## config.mk

```make
export PLATFORM = sky130hd
export DESIGN_NAME = ads131_frame_assembler
export DESIGN_NICKNAME = d
export VERILOG_FILES = /design/src/rtl/ads131_pkg.sv /design/src/rtl/ads131_crc16.sv /design/src/rtl/ads131_frame_assembler.sv
export SDC_FILE = /design/constraint.sdc
export NUM_CORES = 1
export LEC_CHECK = 0
export ABC_AREA = 1
export BUFFER_PORTS_ARGS = -buffer_cell sky130_fd_sc_hd__buf_2
export CAP_MARGIN = 20
export CORE_MARGIN = 3
export CORE_UTILIZATION = 45
export DETAILED_ROUTE_END_ITERATION = 8
export GPL_TIMING_DRIVEN = 0
export SYNTH_ARGS = -nofsm -noshare
export SYNTH_HDL_FRONTEND = slang
export SYNTH_HIERARCHICAL = 1
export SYNTH_SLANG_ARGS = --single-unit
export TNS_END_PERCENT = 30
```

## constraint.sdc

```tcl
create_clock -name system_clock -period 10.28 [get_ports system_clock]
set_clock_uncertainty 0.05 [all_clocks]
set_input_delay 1.542 -clock system_clock [delete_from_list [all_inputs] [get_ports system_clock]]
set_output_delay 1.542 -clock system_clock [all_outputs]
set_load 0.02 [all_outputs]
```

## src/rtl/ads131_pkg.sv

```systemverilog
// Shared types and helpers for the ADS131A0x frame assembler.
// Optional CRC checking is built when ADS131_FRAME_CRC_EN is defined.
package ads131_pkg;

  typedef enum logic [1:0] {
    C_WAIT,
    C_CHAN,
    C_CRC
  } coll_state_t;

  typedef enum logic {
    O_IDLE,
    O_DRAIN
  } out_state_t;

  localparam logic [15:0] CRC_POLY = 16'h1021;
  localparam logic [15:0] CRC_INIT = 16'hFFFF;

  // Sign-extend the low `bits` bits of w to 64 bits.
  function automatic logic [63:0] sext(
    input logic [63:0] w,
    input int          bits
  );
    logic [63:0] r;
    for (int i = 0; i < 64; i++)
      r[i] = (i < bits) ? w[i] : w[6'(bits - 1)];
    return r;
  endfunction

endpackage

```

## src/rtl/ads131_crc16.sv

```systemverilog
// Byte-serial CRC-16-CCITT engine: one byte of the loaded word per cycle,
// MSB-first; start reloads the seed together with the first word.
module ads131_crc16
  import ads131_pkg::*;
#(
  parameter int WORD_BITS = 24
) (
  input  logic                 system_clock,
  input  logic                 reset,
  input  logic                 start,
  input  logic                 valid,
  input  logic [WORD_BITS-1:0] data,
  output logic                 busy,
  output logic [15:0]          crc
);

  localparam int NB = WORD_BITS / 8;

  logic [WORD_BITS-1:0] sh;
  logic [3:0]           cnt;

  function automatic logic [15:0] step(
    input logic [15:0] c,
    input logic [7:0]  b
  );
    logic [15:0] r;
    r = c ^ {b, 8'h00};
    for (int i = 0; i < 8; i++)
      r = r[15] ? ((r << 1) ^ CRC_POLY) : (r << 1);
    return r;
  endfunction

  always_ff @(posedge system_clock) begin
    if (reset) begin
      sh  <= '0;
      cnt <= '0;
      crc <= CRC_INIT;
    end else if (valid) begin
      sh  <= data;
      cnt <= 4'(NB);
      if (start)
        crc <= CRC_INIT;
    end else if (cnt != 4'd0) begin
      crc <= step(crc, sh[WORD_BITS-1 -: 8]);
      sh  <= sh << 8;
      cnt <= cnt - 4'd1;
    end
  end

  assign busy = (cnt != 4'd0);

endmodule

```

## src/rtl/ads131_frame_assembler.sv

```systemverilog
// Groups ADS131A0x MISO words into frames and drains them as samples.
// Define ADS131_FRAME_CRC_EN to expect and verify a trailing CRC word.
module ads131_frame_assembler
  import ads131_pkg::*;
#(
  parameter int NUM_CH    = 4,
  parameter int WORD_BITS = 24,
  parameter int OUT_BITS  = 32,
  parameter int CNT_BITS  = 16
) (
  input  logic                 system_clock,
  input  logic                 reset,
  input  logic                 word_valid,
  input  logic [WORD_BITS-1:0] word_data,
  input  logic                 word_sof,
  output logic                 sample_valid,
  input  logic                 sample_ready,
  output logic [OUT_BITS-1:0]  sample_data,
  output logic [2:0]           sample_ch,
  output logic                 sample_last,
  output logic [15:0]          status_word,
  output logic [CNT_BITS-1:0]  frame_cnt,
  output logic [CNT_BITS-1:0]  ovf_cnt,
  output logic                 frame_err,
  output logic                 crc_err
);

  localparam logic [2:0] LAST = 3'(NUM_CH - 1);

  coll_state_t          cstate;
  out_state_t           ostate;
  logic [WORD_BITS-1:0] coll_buf [8];
  logic [WORD_BITS-1:0] out_buf  [8];
  logic [WORD_BITS-1:0] frame    [8];
  logic [15:0]          coll_status;
  logic [2:0]           widx;
  logic [2:0]           ridx;
  logic                 sof;
  logic                 chan_ok;
  logic                 complete;
  logic                 out_idle;
  logic                 accept;
  logic                 drop;

  assign sof = word_valid && word_sof;

`ifdef ADS131_FRAME_CRC_EN
  logic        crc_busy;
  logic        crc_hit;
  logic        crc_bad;
  logic [15:0] crc_val;

  ads131_crc16 #(
    .WORD_BITS(WORD_BITS)
  ) u_crc (
    .system_clock(system_clock),
    .reset       (reset),
    .start       (sof),
    .valid       (sof || (cstate == C_CHAN && chan_ok)),
    .data        (word_data),
    .busy        (crc_busy),
    .crc         (crc_val)
  );

  assign chan_ok  = word_valid && !word_sof && !crc_busy;
  assign crc_hit  = (word_data[WORD_BITS-1 -: 16] == crc_val);
  assign complete = (cstate == C_CRC) && chan_ok && crc_hit;
  assign crc_bad  = (cstate == C_CRC) && chan_ok && !crc_hit;
`else
  assign chan_ok  = word_valid && !word_sof;
  assign complete = (cstate == C_CHAN) && chan_ok && (widx == LAST);
  assign crc_err  = 1'b0;
`endif

  // A drain ending on the completing cycle frees the output buffer.
  assign out_idle = (ostate == O_IDLE) ||
                    (sample_ready && ridx == LAST);
  assign accept   = complete && out_idle;
  assign drop     = complete && !out_idle;

  always_comb begin
    for (int i = 0; i < 8; i++)
      frame[i] = coll_buf[i];
`ifndef ADS131_FRAME_CRC_EN
    frame[LAST] = word_data;
`endif
  end

  always_ff @(posedge system_clock) begin
    if (reset) begin
      cstate      <= C_WAIT;
      widx        <= '0;
      coll_status <= '0;
      status_word <= '0;
      frame_cnt   <= '0;
      ovf_cnt     <= '0;
      frame_err   <= 1'b0;
`ifdef ADS131_FRAME_CRC_EN
      crc_err     <= 1'b0;
`endif
    end else begin
      if (sof) begin
        if (cstate != C_WAIT)
          frame_err <= 1'b1;
        coll_status <= word_data[WORD_BITS-1 -: 16];
        widx        <= '0;
        cstate      <= C_CHAN;
      end else if (word_valid) begin
        unique case (cstate)
          C_CHAN: begin
            if (chan_ok) begin
              coll_buf[widx] <= word_data;
              widx           <= widx + 3'd1;
              if (widx == LAST)
`ifdef ADS131_FRAME_CRC_EN
                cstate <= C_CRC;
            end else begin
              frame_err <= 1'b1;
`else
                cstate <= C_WAIT;
`endif
            end
          end
`ifdef ADS131_FRAME_CRC_EN
          C_CRC: begin
            if (chan_ok) begin
              cstate <= C_WAIT;
              if (crc_bad)
                crc_err <= 1'b1;
            end else begin
              frame_err <= 1'b1;
            end
          end
`endif
          default: ;
        endcase
      end
      if (accept) begin
        status_word <= coll_status;
        frame_cnt   <= frame_cnt + 1'b1;
      end
      if (drop && ovf_cnt != '1)
        ovf_cnt <= ovf_cnt + 1'b1;
    end
  end

  always_ff @(posedge system_clock) begin
    if (reset) begin
      ostate <= O_IDLE;
      ridx   <= '0;
    end else if (accept) begin
      for (int i = 0; i < 8; i++)
        out_buf[i] <= frame[i];
      ridx   <= '0;
      ostate <= O_DRAIN;
    end else if (ostate == O_DRAIN && sample_ready) begin
      if (ridx == LAST) begin
        ridx   <= '0;
        ostate <= O_IDLE;
      end else begin
        ridx <= ridx + 3'd1;
      end
    end
  end

  assign sample_valid = (ostate == O_DRAIN);
  assign sample_ch    = ridx;
  assign sample_last  = sample_valid && (ridx == LAST);
  assign sample_data  = sample_valid
                      ? OUT_BITS'(sext(64'(out_buf[ridx]), WORD_BITS))
                      : '0;

endmodule

```

==> flow_metrics.env, run 1 <==
export IMPL_outcome="finished clean"
export IMPL_hold_viol_final=0
export IMPL_path_clk_slew_ns=0.06
export IMPL_fin_cells=1869
export IMPL_syn_area_per_cell_sq_um=13.1
export IMPL_synth_fa_ha_area_frac=0.00391
export IMPL_drv_slew=0
export IMPL_ys_types=33
export IMPL_synth_async_reset_ratio=0
export IMPL_synth_most_common_cell="edfxtp_1"
export IMPL_fp_dieW_microns=194
export IMPL_end_kind="output port"
export IMPL_finalSetupViolations=0
export IMPL_antenna_found_initial=0
export IMPL_grt_pass1_wl_mm=53.8
export IMPL_cts_path_max_buffers=3
export IMPL_crit_type="flip-flop to output port"
export IMPL_cts_resized=0
export IMPL_path_cells="buf_2, clkbuf_1, o21ai_0, o22ai_1, nor2_1, nor2_1, buf_4, buf_2"
export IMPL_clk_latency_ns=0.53
export IMPL_core_sq_um=34800
export IMPL_numCtsBuffers=44
export IMPL_cp_slowest_stage_delay_ns=0.47
export IMPL_cts_root_buf="clkbuf_16"
export IMPL_critPathSlowestCell="clkbuf_1"
export IMPL_synth_xor_area_share=0.00110
export IMPL_drt_initial_drc_count=727
export IMPL_synth_seq_cells=436
export IMPL_fin_tns_setup_ns=0
export IMPL_place_congestion=0.830
export IMPL_grt_pass1_vias=9336
export IMPL_synthSimpleGateAreaFrac=0.113
export IMPL_drv_cap=0
export IMPL_multi_input_area_sq_um=3170
export IMPL_chipHeight_microns=194
export IMPL_power_density_nw_per_um2=186
export IMPL_clock_sinks=436
export IMPL_critPathMaxFanout=10
export IMPL_synth_nets=1250
export IMPL_fmax_mhz=227
export IMPL_fill_cells=2899
export IMPL_synth_edf_count=360
export IMPL_vdd_drop_max_mv=0.123
export IMPL_overflow=0
export IMPL_initial_utilization=0.459
export IMPL_hpwl_mm=22.6
export IMPL_netlist_instances=1216
export IMPL_synth_area_leaders="edfxtp_1 68%, dfxtp_1 9.5%, nor2_1 5.8%, o21ai_0 3.9%, nand2_1 2.8%"
export IMPL_rows=68
export IMPL_netlist_top_cells_count="360 x edfxtp_1, 246 x nor2_1, 123 x o21ai_0"
export IMPL_place_inst=1792
export IMPL_place_port_buffers=114
export IMPL_grt_usage=0.183
export IMPL_max_slew_margin=0.376
export IMPL_drc=0
export IMPL_ys_flop_type="edfxtp_1"
export IMPL_regArea_sq_um=12300
export IMPL_cellLeakagePower_nw=6.57
export IMPL_yosysTopAreaCellShare=0.676
export IMPL_seq_area_frac_synth=0.772
export IMPL_nNetsFinal=1417
export IMPL_cts_tree="yes"
export IMPL_hold_class="flip-flop to flip-flop"
export IMPL_synth_top_family_by_area="simple AND/OR/NAND/NOR gates"
export IMPL_drt_wl_total_mm=35.1
export IMPL_yosys_area_top_type="edfxtp_1"
export IMPL_synth_compound_area_frac=0.0774
export IMPL_avgRoutedWirePerCell_microns=18.8
export IMPL_htree_levels=2
export IMPL_drive_gt1_frac=0.175
export IMPL_area_delta_synth_final_pct=17.1
export IMPL_rsz0062_at_grt="false"
export IMPL_postCtsHoldBufs=0
export IMPL_dr_pass1_iters=5
export IMPL_tightest_slew_ns=0.933
export IMPL_synth_mux_area_frac=0
export IMPL_ioPinCount=116
export IMPL_fin_crit_sh=0.428
export IMPL_cts_setup_buffers=0
export IMPL_via_per_inst=5.17
export IMPL_antenna_left=0
export IMPL_yosysWarnings=6
export IMPL_cp_arrival_ns=2.81
export IMPL_dr_total_vias=9671
export IMPL_start_kind="flip-flop"
export IMPL_grt_max_degree=56
export IMPL_period_minus_slack_ns=4.40
export IMPL_syn_cell_area_sq_um=16000
export IMPL_die_area_sq_um=37800
export IMPL_cp_required_ns=8.69
[power by group]
part / internal, mW / leakage [nW] / switching (mW) / total, mW
Clock: 0.903 / 0.672 / 0.634 / 1.54
Sequential: 1.90 / 3.85 / 0.00202 / 1.91
Combinational: 0.00976 / 2.05 / 0.0311 / 0.0409
[final timing paths]
kind	startpoint	endpoint	slack [ns]	cells after the start
setup / recovery	flip-flop	sample_data[26]	5.88	8
hold / removal	coll_buf[5][1]	out_buf[5][1]	0.36	0
setup reg to reg	sample_ch[0]	out_buf[5][4]	7.27	7
hold reg to reg	coll_buf[5][1]	out_buf[5][1]	0.36	0
[area by class of cell]
| type | count | share of cell area |
|---|---|---|
| Antenna cell | 1 | 0.000134 |
| Buffer | 63 | 0.0176 |
| Clock buffer | 55 | 0.0644 |
| Clock inverter | 21 | 0.00969 |
| Inverter | 53 | 0.0106 |
| Multi-Input combinational cell | 664 | 0.170 |
| Sequential cell | 436 | 0.659 |
| Tap cell | 455 | 0.0304 |
| Timing Repair Buffer | 121 | 0.0388 |
[routing by layer]
layer | part of all wire | up-vias | wire (microns) | track usage
li1 | - | 4634 | - | -
met3 | 0.067 | 41 | 2370 | 0.0366
met5 | 0 | - | 0 | 0
met4 | 0.016 | 0 | 565 | 0.0439
met1 | 0.45 | 4714 | 15600 | 0.259
met2 | 0.47 | 282 | 16500 | 0.294
[state kept, by name (all words and copies together) (netlist names), named ones only]
signal        count
ovf_cnt          16
frame_cnt        16
sample_valid      1
cstate            1
widx              3
status_word      16
sample_ch         3
coll_buf        168
out_buf         192
frame_err         1
coll_status      16
[worst max-delay path: cells and delay by family, from the launching register on]
family          cells  cell delay [ns]
compound gates      2             0.38
buf+inv             4             1.08
simple gates        2             0.51
flops               1             0.30
[kinds of logic (layout without fill, tap and decap cells)]
family                   count (synthesis)  in the layout
AO/OA/AOI/OAI                          220            220
XOR/XNOR                                 2              2
adder cells (fa/ha/maj)                  5              5
buffers and inverters                  116            313
flip-flops                             436            436
other                                    1              2
AND/OR/NAND/NOR                        436            436
[cells in the final DEF (no fill, tap or decap), drive strengths merged, types with 2 or more instances in the layout]
cell	count
buf	155
nand3b	2
nor3	6
o21ai	133
o211ai	24
bufinv	3
nand2	125
edfxtp	360
o22ai	24
a21oi	34
nand4	4
dfxtp	76
inv	53
clkinv	14
nor2	252
a31oi	3
a211oi	2
nand3	46
clkinvlp	4
ha	5
clkbuf	84
[stage by stage]
| stage | setup slack [ns] | hold slack, ns | area, sq um | utilization | total power, mW |
|---|---|---|---|---|---|
| detailed placement | 6.23 | 0.355 | 17300 | 0.498 | 1.98 |
| global route | 5.58 | 0.368 | 18700 | 0.538 | 3.59 |
| finish | 5.88 | 0.363 | 18700 | 0.538 | 3.48 |
| global placement | 4.23 | 0.350 | 17100 | 0.492 | 1.98 |
| CTS | 5.81 | 0.365 | 18700 | 0.538 | 3.52 |
| floorplan | 5.94 | 0.350 | 16000 | - | 1.96 |
Power figures use the tool's default switching activity.
==> inputs of run 2 (changes only) <==
--- a/config.mk
+++ b/config.mk
@@ -5,7 +5,7 @@
 export SDC_FILE = /design/constraint.sdc
 export NUM_CORES = 1
 export LEC_CHECK = 0
-export ABC_AREA = 1
+export ABC_AREA = 0
 export BUFFER_PORTS_ARGS = -buffer_cell sky130_fd_sc_hd__buf_2
 export CAP_MARGIN = 20
 export CORE_MARGIN = 3
==> constraint.sdc (replaced) <==
create_clock -name system_clock -period 3.9 [get_ports system_clock]
set_clock_uncertainty 0.05 [all_clocks]
set_input_delay 0.585 -clock system_clock [delete_from_list [all_inputs] [get_ports system_clock]]
set_output_delay 0.585 -clock system_clock [all_outputs]
set_load 0.02 [all_outputs]
==> flow_metrics.env, run 2 <==
export IMPL_hpwl_mm=20.2
export IMPL_drive_gt1_frac=0.266
export IMPL_clk_latency_ns=0.53
export IMPL_avgRoutedWirePerCell_microns=20.0
export IMPL_cp_slowest_stage_delay_ns=0.71
export IMPL_intPower_mw=7.21
export IMPL_period_minus_slack_ns=3.67
export IMPL_start_kind="flip-flop"
export IMPL_place_port_buffers=114
export IMPL_cp_required_ns=3.26
export IMPL_layout_commonest_cell="edfxtp_1"
export IMPL_largest_reg_flops=192
export IMPL_drt_wl_total_mm=30.5
export IMPL_p_sw_mw=1.70
export IMPL_cts_root_buf="clkbuf_16"
export IMPL_synth_area_leaders="edfxtp_1 69%, dfxtp_1 9.7%, mux4_2 6.9%, nand2_1 2.0%, mux2i_1 1.7%"
export IMPL_overflow=0
export IMPL_fp_dieW_microns=192
export IMPL_finalSetupViolations=0
export IMPL_cts_path_max_buffers=3
export IMPL_fin_area_sq_um=18500
export IMPL_ys_flop_type="edfxtp_1"
export IMPL_die_area_sq_um=36900
export IMPL_hold_class="input port to flip-flop"
export IMPL_rows=67
export IMPL_clock_sinks=436
export IMPL_wl_met2_mm=14.7
export IMPL_p_seq_frac=0.563
export IMPL_core_sq_um=33900
export IMPL_antenna_left=0
export IMPL_path_cells="clkbuf_1, buf_1, mux4_2, mux2i_1, nor2b_1, buf_2"
export IMPL_vdd_drop_max_mv=0.298
export IMPL_grt_pass1_vias=7870
export IMPL_power_frac_comb=0.011
export IMPL_sw_frac_of_total=0.190
export IMPL_highest_layer="met5"
export IMPL_via_per_inst=5.09
export IMPL_top_register="out_buf"
export IMPL_nNetsFinal=1074
export IMPL_drv_cap=0
export IMPL_numCtsBuffers=43
export IMPL_synth_seq_cells=436
export IMPL_final_cell_mix="360 x edfxtp_1, 122 x buf_2, 84 x nand2_1, 72 x dfxtp_1, 48 x mux4_2"
export IMPL_htree_levels=2
export IMPL_wl_met3_mm=1.62
export IMPL_hold_viol_final=0
export IMPL_path_clk_slew_ns=0.06
export IMPL_cellLeakagePower_nw=6.10
export IMPL_netlist_instances=862
export IMPL_yosysTopAreaCellShare=0.693
export IMPL_yosys_area_top_type="edfxtp_1"
export IMPL_netlist_top_cells_count="360 x edfxtp_1, 84 x nand2_1, 76 x dfxtp_1"
export IMPL_grt_max_degree=36
export IMPL_initial_utilization=0.461
export IMPL_synth_async_reset_ratio=0
export IMPL_rsz0062_at_grt="true"
export IMPL_max_slew_margin=0.291
export IMPL_crit_type="flip-flop to output port"
export IMPL_critPathMaxFanout=10
export IMPL_fmax_mhz=273
export IMPL_ioPinCount=116
export IMPL_fin_crit_sh=0.941
export IMPL_reg_top3="out_buf x192, coll_buf x168"
export IMPL_area_delta_synth_final_pct=18.4
export IMPL_dr_total_vias=7753
export IMPL_cts_tree="yes"
export IMPL_met1_length_mm=13.6
export IMPL_critPathSlowestCell="buf_1"
export IMPL_synth_edf_count=360
export IMPL_drv_slew=0
export IMPL_ys_types=45
export IMPL_antenna_found_initial=3
export IMPL_pwr_share_clk=0.426
export IMPL_synth_most_common_cell="edfxtp_1"
export IMPL_cp_arrival_ns=3.03
export IMPL_power_density_nw_per_um2=482
export IMPL_syn_cell_area_sq_um=15600
export IMPL_drc=0
export IMPL_synth_nets=896
export IMPL_end_kind="output port"
export IMPL_cts_setup_buffers=0
export IMPL_outcome="finished clean"
export IMPL_p_total_mw=8.91
export IMPL_place_congestion=0.815
export IMPL_dr_pass1_iters=5
export IMPL_dpl_cell_area_sq_um=17200
export IMPL_seq_area_frac_synth=0.790
export IMPL_yosysWarnings=6
export IMPL_chipHeight_microns=192
export IMPL_grt_pass1_wl_mm=46.7
export IMPL_syn_area_per_cell_sq_um=18.1
export IMPL_grt_usage=0.169
export IMPL_drt_initial_drc_count=593
export IMPL_tightest_slew_ns=1.06
## run 2: cell count changes after synthesis, moves of 10 or more
cell | previous run | this run
o211ai_1 | 24 | 0
o22ai_1 | 24 | 0
nand3_1 | 44 | 11
clkbuf_1 | 29 | 18
mux4_2 | 0 | 48
nor2b_1 | 0 | 26
nand2_1 | 121 | 84
o21ai_2 | 10 | 0
nor2_1 | 246 | 49
inv_1 | 49 | 5
mux2i_1 | 0 | 26
xnor2_1 | 1 | 16
o21ai_0 | 123 | 1
## run 2: worst max-delay path, delay by kind of cell, from the launching register on
kind	cells	cell delay, ns
flip-flops	1	0.34
buffers and inverters	3	1.45
AND/OR/NAND/NOR	1	0.08
multiplexers	2	0.63
## run 2: cell type report
| type | count | area (sq um) |
|---|---|---|
| Fill cell | 2712 | 15400 |
| Sequential cell | 436 | 12300 |
| Multi-Input combinational cell | 378 | 3110 |
| Clock buffer | 64 | 1230 |
| Timing Repair Buffer | 133 | 906 |
| Tap cell | 448 | 561 |
| Buffer | 43 | 225 |
| Clock inverter | 15 | 86.3 |
| Inverter | 5 | 18.8 |
| Antenna cell | 1 | 2.50 |
## run 2: power groups by stage
stage	Clock, mW	Sequential [mW]	Combinational, mW
3_5_place_dp	0	5.12	0.0946
3_3_place_gp	0	5.12	0.0909
4_1_cts	3.89	5.02	0.0949
5_1_grt	4.09	5.02	0.105
2_1_floorplan	0	5.12	0.0299
6_report	3.80	5.02	0.0939
## run 2: cells by family (layout without fill, tap and decap cells)
logic type,Yosys count,in the layout,share of synthesized area
adder cells (fa/ha/maj),5,5,0.00401
flip-flops,436,436,0.790
multiplexers,75,75,0.0867
other,1,2,0.000240
XOR/XNOR,26,26,0.0146
buffers and inverters,48,260,0.0149
AO/OA/AOI/OAI,60,60,0.0259
AND/OR/NAND/NOR,211,211,0.0634
## run 2: metal layers
layer | track usage | vias to the layer above
li1 | - | 3650
met1 | 0.240 | 3895
met2 | 0.272 | 158
met3 | 0.0361 | 44
met4 | 0.0350 | 6
met5 | 0 | -
## run 2: per-stage QoR
step	TNS, ns	hold WS, ns	std cells	utilization	setup WS, ns
floorplan	-116.87	0.350	862	-	-0.609
global placement	-541.91	0.350	1424	0.495	-2.12
detailed placement	0	0.355	1443	0.507	0.664
CTS	0	0.270	1522	0.545	0.0929
global route	-0.0105	0.268	1522	0.546	-0.0105
finish	0	0.284	1523	0.546	0.231
## run 2: repair_timing
action | CTS | global route
resized for setup | 0 | 4
endpoints found under the setup margin | 0 | 2
hold buffers | 0 | 0
## run 2: path summary, 6_finish.rpt
kind / from / end / slack [ns] / cells past startpoint
worst min register to register: coll_buf[0][23] / out_buf[0][23] / 0.36 / 0
worst max-delay path: flip-flop / sample_data[10] / 0.23 / 6
worst max register to register: widx[1] / out_buf[6][7] / 1.21 / 8
worst min-delay path: word_data[5] / out_buf[3][5] / 0.28 / 1
